## src/rtl/ifetch_unit_if.sv

```systemverilog
// Fetch-side bus: enable, instruction-memory port, redirect and delivery handshake.
// The fetch unit takes the master modport, and the environment takes the slave modport.
interface ifetch_unit_if #(
   parameter int AW = 9
);
   logic          en;
   logic [AW-1:0] imem_addr;
   logic [31:0]   imem_data;
   logic          br_valid;
   logic [AW-1:0] br_target;
   logic          ins_valid;
   logic          ins_ready;
   logic [31:0]   ins_data;
   logic [AW-1:0] ins_pc;
   logic [15:0]   fetch_cnt;

   modport master (
      input  en, imem_data, br_valid, br_target, ins_ready,
      output imem_addr, ins_valid, ins_data, ins_pc, fetch_cnt
   );

   modport slave (
      output en, imem_data, br_valid, br_target, ins_ready,
      input  imem_addr, ins_valid, ins_data, ins_pc, fetch_cnt
   );
endinterface

```

## src/rtl/ifetch_unit.sv

```systemverilog
// Instruction fetch unit: PC sequencer feeding a small FIFO of {pc, instruction}.
// A redirect flushes the FIFO and reloads the PC, and it takes priority over push and pop.
module ifetch_unit #(
   parameter int DEPTH = 2,
   parameter int AW    = 9
) (
   input  logic          clka,
   input  logic          rst,
   ifetch_unit_if.master bus
);
   localparam int PW = $clog2(DEPTH);
   localparam int CW = PW + 1;

   typedef enum logic {IDLE, RUN} state_t;

   state_t        state_q, state_d;
   logic [AW-1:0] pc_q, pc_d;
   logic [CW-1:0] cnt_q, cnt_d;
   logic [PW-1:0] head_q, head_d;
   logic [PW-1:0] tail_q, tail_d;
   logic [15:0]   fcnt_q, fcnt_d;
   logic [31:0]   data_q [DEPTH];
   logic [AW-1:0] epc_q  [DEPTH];
   logic          push, pop;

   always_comb begin
      state_d = state_q;
      pc_d    = pc_q;
      cnt_d   = cnt_q;
      head_d  = head_q;
      tail_d  = tail_q;
      fcnt_d  = fcnt_q;
      push    = 1'b0;
      pop     = 1'b0;

      case (state_q)
         IDLE:    if (bus.en)  state_d = RUN;
         RUN:     if (!bus.en) state_d = IDLE;
         default: state_d = IDLE;
      endcase

      if (bus.br_valid) begin
         cnt_d  = '0;
         tail_d = head_q;
         pc_d   = bus.br_target;
      end else begin
         pop  = (cnt_q != '0) && bus.ins_ready;
         // A pop frees a slot on the same edge, so a full buffer can still accept a push.
         push = (state_q == RUN) && ((cnt_q < CW'(DEPTH)) || pop);
         if (pop) begin
            head_d = head_q + 1'b1;
            fcnt_d = fcnt_q + 1'b1;
         end
         if (push) begin
            tail_d = tail_q + 1'b1;
            pc_d   = pc_q + 1'b1;
         end
         case ({push, pop})
            2'b10:   cnt_d = cnt_q + 1'b1;
            2'b01:   cnt_d = cnt_q - 1'b1;
            default: cnt_d = cnt_q;
         endcase
      end
   end

   always_ff @(posedge clka or negedge rst) begin
      if (!rst) begin
         state_q <= IDLE;
         pc_q    <= '0;
         cnt_q   <= '0;
         head_q  <= '0;
         tail_q  <= '0;
         fcnt_q  <= '0;
      end else begin
         state_q <= state_d;
         pc_q    <= pc_d;
         cnt_q   <= cnt_d;
         head_q  <= head_d;
         tail_q  <= tail_d;
         fcnt_q  <= fcnt_d;
      end
   end

   // Entries are cleared on reset so the head reads as zero straight out of reset.
   always_ff @(posedge clka or negedge rst) begin
      if (!rst) begin
         for (int i = 0; i < DEPTH; i++) begin
            data_q[i] <= '0;
            epc_q[i]  <= '0;
         end
      end else if (push) begin
         data_q[tail_q] <= bus.imem_data;
         epc_q[tail_q]  <= pc_q;
      end
   end

   assign bus.imem_addr = pc_q;
   assign bus.ins_valid = (cnt_q != '0);
   assign bus.ins_data  = data_q[head_q];
   assign bus.ins_pc    = epc_q[head_q];
   assign bus.fetch_cnt = fcnt_q;
endmodule

```

## src/flat_wrapper.sv

```systemverilog
// flat-port wrapper written by rule: the top's interface ports become plain ports
module ifetch_unit_flat 
#(
   parameter int DEPTH = 2,
   parameter int AW    = 9
)
  (clka, rst, bus_en, bus_imem_data, bus_br_valid, bus_br_target, bus_ins_ready, bus_imem_addr, bus_ins_valid, bus_ins_data, bus_ins_pc, bus_fetch_cnt);
  ifetch_unit_if #(.AW(AW)) bus_i ();
  input  logic clka;
  input  logic rst;
  input wire logic [$bits(bus_i.en)-1:0] bus_en;
  input wire logic [$bits(bus_i.imem_data)-1:0] bus_imem_data;
  input wire logic [$bits(bus_i.br_valid)-1:0] bus_br_valid;
  input wire logic [$bits(bus_i.br_target)-1:0] bus_br_target;
  input wire logic [$bits(bus_i.ins_ready)-1:0] bus_ins_ready;
  output wire logic [$bits(bus_i.imem_addr)-1:0] bus_imem_addr;
  output wire logic [$bits(bus_i.ins_valid)-1:0] bus_ins_valid;
  output wire logic [$bits(bus_i.ins_data)-1:0] bus_ins_data;
  output wire logic [$bits(bus_i.ins_pc)-1:0] bus_ins_pc;
  output wire logic [$bits(bus_i.fetch_cnt)-1:0] bus_fetch_cnt;
  assign bus_i.en = bus_en;
  assign bus_i.imem_data = bus_imem_data;
  assign bus_i.br_valid = bus_br_valid;
  assign bus_i.br_target = bus_br_target;
  assign bus_i.ins_ready = bus_ins_ready;
  assign bus_imem_addr = bus_i.imem_addr;
  assign bus_ins_valid = bus_i.ins_valid;
  assign bus_ins_data = bus_i.ins_data;
  assign bus_ins_pc = bus_i.ins_pc;
  assign bus_fetch_cnt = bus_i.fetch_cnt;
  ifetch_unit #(.DEPTH(DEPTH), .AW(AW)) u_core (.clka(clka), .rst(rst), .bus(bus_i));
endmodule
```

## config.mk

```make
export PLATFORM = sky130hd
export DESIGN_NAME = ifetch_unit_flat
export DESIGN_NICKNAME = d
export VERILOG_FILES = /design/src/rtl/ifetch_unit_if.sv /design/src/rtl/ifetch_unit.sv /design/src/flat_wrapper.sv
export SDC_FILE = /design/constraint.sdc
export NUM_CORES = 1
export LEC_CHECK = 0
export BUFFER_PORTS_ARGS = -buffer_cell sky130_fd_sc_hd__buf_2
export CELL_PAD_IN_SITES_DETAIL_PLACEMENT = 1
export CELL_PAD_IN_SITES_GLOBAL_PLACEMENT = 2
export CORE_ASPECT_RATIO = 0.9
export CORE_MARGIN = 5
export CORE_UTILIZATION = 35
export DETAILED_ROUTE_END_ITERATION = 6
export PLACE_DENSITY = 0.8
export SLEW_MARGIN = 10
export SYNTH_ARGS = -nofsm -noshare
export SYNTH_HDL_FRONTEND = slang
export SYNTH_SLANG_ARGS = --single-unit
```

## constraint.sdc

```tcl
create_clock -name clka -period 3.1 [get_ports clka]
set_input_delay 0.155 -clock clka [delete_from_list [all_inputs] [get_ports clka]]
set_output_delay 0.155 -clock clka [all_outputs]
set_load 0.01 [all_outputs]
```

==> run metrics, run 1 <==
global-route wire length before repair 18620 microns; DP HPWL 8260 microns; final core occ 43.36%; multi-input logic area 2079 sq um; Relative slew margins 34.82%; mux cell area share after synthesis 28.40%; grt ovf 0; number of H-tree levels 3; Setup crit end kind output pin; Post-Synth Adder-Cell Area 0.5013%; Starting Density 35.65%; row count 41; worst-path maximum fanout 19; Synth Area in Simple Gates 7.093%; Die Span X 135.9 microns; Core Area 14000 sq um; Die Height 123.3 microns; number of port buffers 112; Synth Area in Compound Gates 1.278%; DR iter-0 viols 115; post-synthesis sequential area ratio 56.14%; placer congestion estimate 0.7874; net count after synthesis 405; initial antenna violation count 0; storage element area 2804 sq um; final period utilization 66.39%; RSZ-0062 raised after global routing no; worst slew pin tran 0.9776 ns; post-synthesis cell type count 31; max_cap viols 0; P_leak 2.751 nW; Post-CTS Setup Inserts 0; share of layout cells above drive strength 1 55.02%; clk_lat worst skew 0.36 ns; Critical Path RT 2.94 ns; Clk pin slew, worst setup/hold paths 0.07 ns; Layout fillers 1501; power density over the cells 930.3 nW/um^2; Setup TNS Final 0 ns; antenna cells 0; Final Hold Fails 0; area grow syn2layout 21.63%; largest family of logic cells by synthesized area multiplexers; synthesized cell area 4992 sq um; total CTS buffers 9; largest net degree at the start of global routing 76; Total GRT Usage 14.64%; fin nets 521; CTS tree yes; root buf cell clkbuf_16; full die area 16760 sq um; startpoint types register; vias in the first global route 3535; XOR/XNOR share of the synthesized area 4.386%; maximum vdd drop 0.5089 mV; yosys warns 0; TritonRoute pass-1 iters 4; Cells after Synth 357; min Tclk post-route 2.058 ns; deepest clock path buffer count 2; Max Slew Vio Count 0; final WL 11720 microns; Num Clock Sinks 112; Layout Skew 0.008283 ns; status completed; routed vias 3188; WL per Instance 17.47 microns; drt drc 0; setup violators final 0; post-route ant nets 0; WP data arrival 1.90 ns; IO Pins 113; Avg Vias per Cell 4.751; Synth Register Bits 112; CP Class reg -> out; Hold WC Path Type in -> reg; Fmax 0.4859 GHz; syn_area_per_cell 13.98 sq um
## cells in the mapped netlist (all sizes together)
| cell | instances | area share (%) |
|---|---|---|
| nor3 | 5 | 0.73 |
| buf | 11 | 1.6 |
| a21oi | 1 | 0.10 |
| inv | 3 | 0.23 |
| nand2b | 4 | 0.55 |
| clkbuf | 5 | 0.38 |
| nor2b | 1 | 0.13 |
| and4 | 1 | 0.18 |
| mux2 | 125 | 28 |
| nand4 | 7 | 0.88 |
| nand4b | 1 | 0.18 |
| nand3 | 9 | 0.90 |
| nor4 | 5 | 1.2 |
| xor2 | 7 | 1.2 |
| nand2 | 22 | 1.7 |
| a311oi | 1 | 0.18 |
| dfrtp | 112 | 56 |
| mux2i | 1 | 0.20 |
| ha | 2 | 0.50 |
| nor2 | 4 | 0.35 |
| o21ai | 10 | 1.0 |
| and3 | 1 | 0.13 |
| nand3b | 1 | 0.15 |
| xnor2 | 18 | 3.2 |
## final timing paths
check | slack [ns] | endpoint | depth (start not counted) | startpoint
setup / recovery | 1.04 | bus_ins_data[27] | 3 | u_core.head_q
setup reg to reg | 1.31 | u_core.data_q[52] | 5 | u_core.cnt_q[1]
min in group asynchronous | 0.49 | u_core.bus.fetch_cnt[5] | 2 | rst
hold / removal | 0.02 | u_core.bus.imem_addr[7] | 3 | bus_br_target[7]
max in group asynchronous | 1.84 | u_core.data_q[0] | 3 | rst
hold reg to reg | 0.48 | u_core.bus.fetch_cnt[15] | 1 | u_core.bus.fetch_cnt[15]
## power breakdown
part           total [W]  switching (W)  internal (W)
Combinational    0.00209       0.000907       0.00118
Sequential       0.00244       0.000386       0.00205
Clock            0.00112       0.000515      0.000608
## stage by stage
stage,cells,area (sq um),hold slack [ns],setup WS (ns),total power (W)
global route,671,6072,0.009042,0.9325,0.006017
global placement,652,5757,0.2676,1.346,0.004482
CTS,671,6072,0.004382,0.9812,0.005769
finish,671,6072,0.01554,1.042,0.005649
floorplan,357,4992,-0.1406,1.601,0.003765
detailed placement,652,5757,0.2702,1.296,0.004602
## cells by family (layout without fill, tap and decap cells)
group                    Yosys count  after routing
AO/OA/AOI/OAI                     12             12
multiplexers                     126            126
AND/OR/NAND/NOR                   61             61
XOR/XNOR                          25             25
adder cells (fa/ha/maj)            2              2
flip-flops                       112            112
buffers and inverters             19            140
## routing by layer
layer	GRT usage [%]	vias up	routed length [microns]
met2	24.75	67	5939
met3	4.638	14	512
li1	-	1489	-
met1	17.89	1618	5061
met4	4.786	0	207
met5	0	-	0
## state kept, by name, indices dropped and copies added (netlist names)
signal and count:
u_core.bus.fetch_cnt 16, u_core.bus.imem_addr 9, u_core.cnt_q 2, u_core.data_q 64, u_core.epc_q 18, u_core.head_q 1
u_core.state_q 1, u_core.tail_q 1
## timing repair
item,CTS,global route
endpoints found under the hold margin,27,0
gates resized for setup,0,0
setup endpoints to repair,0,0
hold buffers,3,0
## critical path, stage by stage (launching register included)
cell and delay [ns]:
dfrtp_2 0.69, buf_4 0.33, mux2_2 0.38, buf_2 0.14
## cell type report
type	instances	share of cell area [%]
inverters	3	0.1855
well taps	193	3.977
clock buffers	13	4.451
repair buffers	121	10.72
clock inverters	3	0.2473
flip-flops and latches	112	46.18
multi-input cells	226	34.25
## layout by cell type (no fill, tap or decap), drive strengths merged, types with 2 or more instances in the layout
cell type / Yosys / layout
buf: 11 / 118
clkbuf: 5 / 13
clkinv: 0 / 3
dfrtp: 112 / 112
dlygate4sd3: 0 / 3
ha: 2 / 2
inv: 3 / 3
mux2: 125 / 125
nand2: 22 / 22
nand2b: 4 / 4
nand3: 9 / 9
nand4: 7 / 7
nor2: 4 / 4
nor3: 5 / 5
nor4: 5 / 5
o21ai: 10 / 10
xnor2: 18 / 18
xor2: 7 / 7
Note: power is estimated with default switching activity, not from simulation.
==> run 2, diff against run 1 <==
- clock period: 3.1 -> 2 ns (I/O delays scaled with it)
==> run 2 against run 1 <==
Net effect:
- power rose by 55%
- highest routed layer unchanged
- utilization up 2.7 points
- worst setup slack got worse by 0.85 ns
- routed wire length up 1.4%
- clock-buffer cell count grew 1
- clock power up 51%
- final area increased by 6.2%
- worst hold slack worse by 0.00091 ns
- sequential cell count is the same
==> run metrics, run 2 (same netlist as run 1, synthesis figures left out) <==
grt ovf 0; full die area 16760 sq um; IO Pins 113; routed vias 3339; max_cap viols 0; fin nets 557; placer congestion estimate 0.7552; worst-path maximum fanout 33; row count 41; global-route wire length before repair 19460 microns; startpoint types register; drt drc 0; power density over the cells 1360 nW/um^2; Clk pin slew, worst setup/hold paths 0.07 ns; Layout Skew 0.009765 ns; status completed; Avg Vias per Cell 4.723; Setup TNS Final 0 ns; Clk pwr share 19.2%; Total GRT Usage 14.97%; Num Clock Sinks 112; storage element area 2804 sq um; RSZ-0062 raised after global routing no; total CTS buffers 9; area grow syn2layout 29.15%; WL per Instance 16.81 microns; number of H-tree levels 3; largest net degree at the start of global routing 59; dpl cells 653; Relative slew margins 61.68%; final WL 11880 microns; DP HPWL 8139 microns; Core Area 14000 sq um; TritonRoute pass-1 iters 4; Final Hold Fails 0; cts repair resizes 0; internal power 0.005997 W; clk_lat worst skew 0.35 ns; multi-input logic area 2079 sq um; worst slew pin tran 0.5727 ns; DR iter-0 viols 126; WP data arrival 1.71 ns; commonest non-fill, non-tap cell in the layout mux2_2; NetSw 0.002770 W; CP Class reg -> out; Critical Path RT 1.90 ns; root buf cell clkbuf_16; Hold WC Path Type in -> reg; CTS tree yes; Fmax 0.5525 GHz; Layout fillers 1467; min Tclk post-route 1.810 ns; Die Height 123.3 microns; Die Span X 135.9 microns; largest register by flop count u_core.data_q; Starting Density 35.65%; setup violators final 0; Sw Ratio 31.60%; combinational power share 38.2%; max reg flops 64; maximum vdd drop 0.7197 mV; initial antenna violation count 0; Setup crit end kind output pin; share of layout cells above drive strength 1 50.97%; final period utilization 90.50%; register share of total power 42.6%; P_leak 2.900 nW; vias in the first global route 3728; post-route ant nets 0; Post-Layout Cell Count 707; number of port buffers 112; deepest clock path buffer count 2; most frequent cells in the layout 123 x mux2_2, 111 x buf_2, 111 x dfrtp_1; antenna cells 0; Max Slew Vio Count 0
[run 2: cell count changes in the layout (fill, tap and decap cells not counted), sizes merged]
| cell | change |
|---|---|
| buf | +1 |
| dlygate4sd3 | +35 |
| clkbuf | +1 |
| clkinv | -1 |
[run 2: power by group through the flow]
stage               Combinational (W)  Sequential, W  Clock [W]
floorplan                     0.00225        0.00359          0
global placement              0.00329        0.00369          0
detailed placement            0.00335        0.00378          0
CTS                           0.00342        0.00374    0.00176
global route                  0.00368        0.00385    0.00187
finish                        0.00335        0.00373    0.00169
[run 2: repair_timing]
| item | in CTS | in global routing |
|---|---|---|
| hold buffers | 38 | 0 |
| endpoints found under the hold margin | 86 | 0 |
| setup buffers | 0 | 0 |
| endpoints found under the setup margin | 0 | 0 |
[run 2: path summary, 6_finish.rpt]
kind,start,to,slack [ns],depth (start not counted)
worst max-delay path,u_core.head_q,bus_ins_pc[2],0.19,3
worst min-delay path,bus_imem_data[0],u_core.data_q[0],0.01,2
worst max register to register,u_core.cnt_q[1],u_core.data_q[36],0.30,5
worst min register to register,u_core.bus.fetch_cnt[15],u_core.bus.fetch_cnt[15],0.47,1
max in group asynchronous,rst,u_core.data_q[40],1.10,3
min in group asynchronous,rst,u_core.data_q[30],0.22,2
[run 2: through the flow]
step | cell area, sq um | power [W] | setup slack, ns | hold WS, ns | util (%)
2_1_floorplan | 4992 | 0.005836 | 0.5008 | -0.1956 | -
3_3_place_gp | 5789 | 0.006983 | 0.3513 | 0.04597 | 41.34
3_5_place_dp | 5789 | 0.007138 | 0.2959 | 0.05516 | 41.34
4_1_cts | 6447 | 0.008928 | 0.1505 | 0.0001481 | 46.04
5_1_grt | 6447 | 0.009409 | 0.1046 | 0.002279 | 46.04
6_report | 6447 | 0.008767 | 0.1901 | 0.01463 | 46.04
[run 2: area by class of cell]
cell class / count / share of cell area, %
clock buffer: 14 / 4.095
tap: 193 / 3.745
multi-input combinational: 226 / 32.25
inverter: 3 / 0.1747
clock inverter: 2 / 0.2135
timing repair buffer: 157 / 16.03
sequential: 112 / 43.49
[run 2: critical path, cell delays in order (launching register included)]
cell,delay (ns)
dfrtp_2,0.55
buf_12,0.26
mux2_2,0.39
buf_2,0.15
[run 2: layer usage]
layer  part of all wire (%)  track usage [%]  vias to the layer above
met5                      0                0                        -
met1                     42            18.18                     1704
met2                     53            26.90                       59
li1                       -                -                     1565
met4                    1.3            4.345                        0
met3                    3.7            3.214                       11
==> run 3, diff against run 2 <==
- ABC_AREA: default -> 0
- CTS_BUF_LIST: default -> sky130_fd_sc_hd__clkbuf_4 sky130_fd_sc_hd__clkbuf_8 sky130_fd_sc_hd__clkbuf_16
==> run 3 against run 2 <==
Net effect:
- final cell count grew 0.14%
- highest routed layer unchanged
- via count rose by 0.21%
- worst hold slack gained 0.0054 ns
- non-clock buffer count rose by 1
- worst setup slack improved by 0.0035 ns
- sequential cell count stayed put
- combinational power is essentially flat
- sequential share of layout area down 0.14 points
==> run metrics, run 3 (same netlist as run 1, synthesis figures left out) <==
placer congestion estimate 0.7552; area grow syn2layout 29.57%; Max Slew Vio Count 0; RSZ-0062 raised after global routing no; final period utilization 90.32%; worst slew pin tran 0.5727 ns; internal power 0.006039 W; commonest non-fill, non-tap cell in the layout mux2_2; DP HPWL 8139 microns; vias in the first global route 3722; largest net degree at the start of global routing 59; Num Clock Sinks 112; Layout fillers 1463; TritonRoute pass-1 iters 4; WP data arrival 1.71 ns; post-route ant nets 0; global-route wire length before repair 19440 microns; storage element area 2804 sq um; IO Pins 113; initial antenna violation count 0; grt ovf 0; Setup TNS Final 0 ns; most frequent cells in the layout 123 x mux2_2, 111 x buf_2, 111 x dfrtp_1; full die area 16760 sq um; CP Class reg -> out; R2R Setup Slk 0.30 ns; Sw Ratio 31.44%; root buf cell clkbuf_16; Worst setup endpoint bus_ins_pc[2]; share of layout cells above drive strength 1 51.46%; drt drc 0; Clk pin slew, worst setup/hold paths 0.07 ns; Relative slew margins 61.68%; NetSw 0.002769 W; fin nets 558; number of port buffers 112; Critical Path Source u_core.head_q; CTS tree yes; largest register by flop count u_core.data_q; WL per Instance 16.80 microns; deepest clock path buffer count 2; clk_lat worst skew 0.35 ns; Core Area 14000 sq um; combinational power share 38.0%; RR Endpoint u_core.data_q[36]; maximum vdd drop 0.7201 mV; power density over the cells 1362 nW/um^2; Post-Layout Cell Count 708; Die Height 123.3 microns; Die Span X 135.9 microns; Total GRT Usage 14.96%; startpoint types register; worst-path maximum fanout 33; final WL 11890 microns; antenna cells 0; Clk pwr share 19.6%; max reg flops 64; routed vias 3346; status completed; row count 41; Layout Skew 0.009797 ns; worst-case reg-to-reg path depth 5; P_leak 2.914 nW; Critical Path RT 1.90 ns; number of H-tree levels 3; Hold WC Path Type in -> reg; Reg2Reg Launch Point u_core.cnt_q[1]; DR iter-0 viols 123; total CTS buffers 9; Starting Density 35.65%; cts repair resizes 0; Avg Vias per Cell 4.726; Final Hold Fails 0; Setup crit end kind output pin; Fmax 0.5536 GHz; register share of total power 42.4%; min Tclk post-route 1.806 ns; max_cap viols 0; setup violators final 0; dpl cells 653; multi-input logic area 2079 sq um
[run 3: worst max-delay path, cell delays in order, from the launching register on]
cell     delay (ns)
dfrtp_2        0.55
buf_12         0.26
mux2_2         0.38
buf_2          0.15
[run 3: worst min-delay path by stage]
stage	from	endpoint	slack [ns]	depth (start not counted)
6_report	bus_imem_data[7]	u_core.data_q[7]	0.02	2
5_1_grt	bus_imem_data[16]	u_core.data_q[16]	0.002	2
4_1_cts	bus_imem_data[16]	u_core.data_q[48]	0.001	2
3_5_place_dp	rst	u_core.data_q[30]	0.06	1
3_3_place_gp	rst	u_core.data_q[62]	0.05	1
2_1_floorplan	rst	u_core.bus.fetch_cnt[0]	-0.20	0
[run 3: cell type report]
type | count | area share, %
flip-flops and latches | 112 | 43.35
multi-input cells | 226 | 32.15
repair buffers | 158 | 16.13
clock buffers | 14 | 4.255
well taps | 193 | 3.733
clock inverters | 2 | 0.2128
inverters | 3 | 0.1741
[run 3: per-layer routing]
metal  part of all wire (%)  vias up  track usage, %
li1                       -     1570               -
met1                     41     1710           18.18
met2                     54       56           26.83
met3                    3.5       10           3.214
met4                    1.3        0           4.345
met5                      0        -               0
[run 3: timing repair]
item,4_1_cts,5_1_grt
hold buffers,39,0
buffers inserted,0,0
hold endpoints to repair,87,0
[run 3: per-stage QoR]
step | worst slack (ns) | hold WS, ns | util [%] | total power [W] | cell area, sq um
5_1_grt | 0.1046 | 0.002197 | 46.19 | 0.009449 | 6469
4_1_cts | 0.1505 | 0.001251 | 46.19 | 0.008972 | 6469
2_1_floorplan | 0.5008 | -0.1956 | - | 0.005836 | 4992
6_report | 0.1936 | 0.02008 | 46.19 | 0.008808 | 6469
3_5_place_dp | 0.2959 | 0.05516 | 41.34 | 0.007138 | 5789
3_3_place_gp | 0.3513 | 0.04597 | 41.34 | 0.006983 | 5789
[run 3: power by group through the flow]
stage	Sequential [W]	Combinational, W	Clock [W]
after CTS	0.00374	0.00342	0.00180
after global routing	0.00385	0.00368	0.00191
after detailed placement	0.00378	0.00335	0
after floorplan	0.00359	0.00225	0
after global placement	0.00369	0.00329	0
final	0.00373	0.00335	0.00173
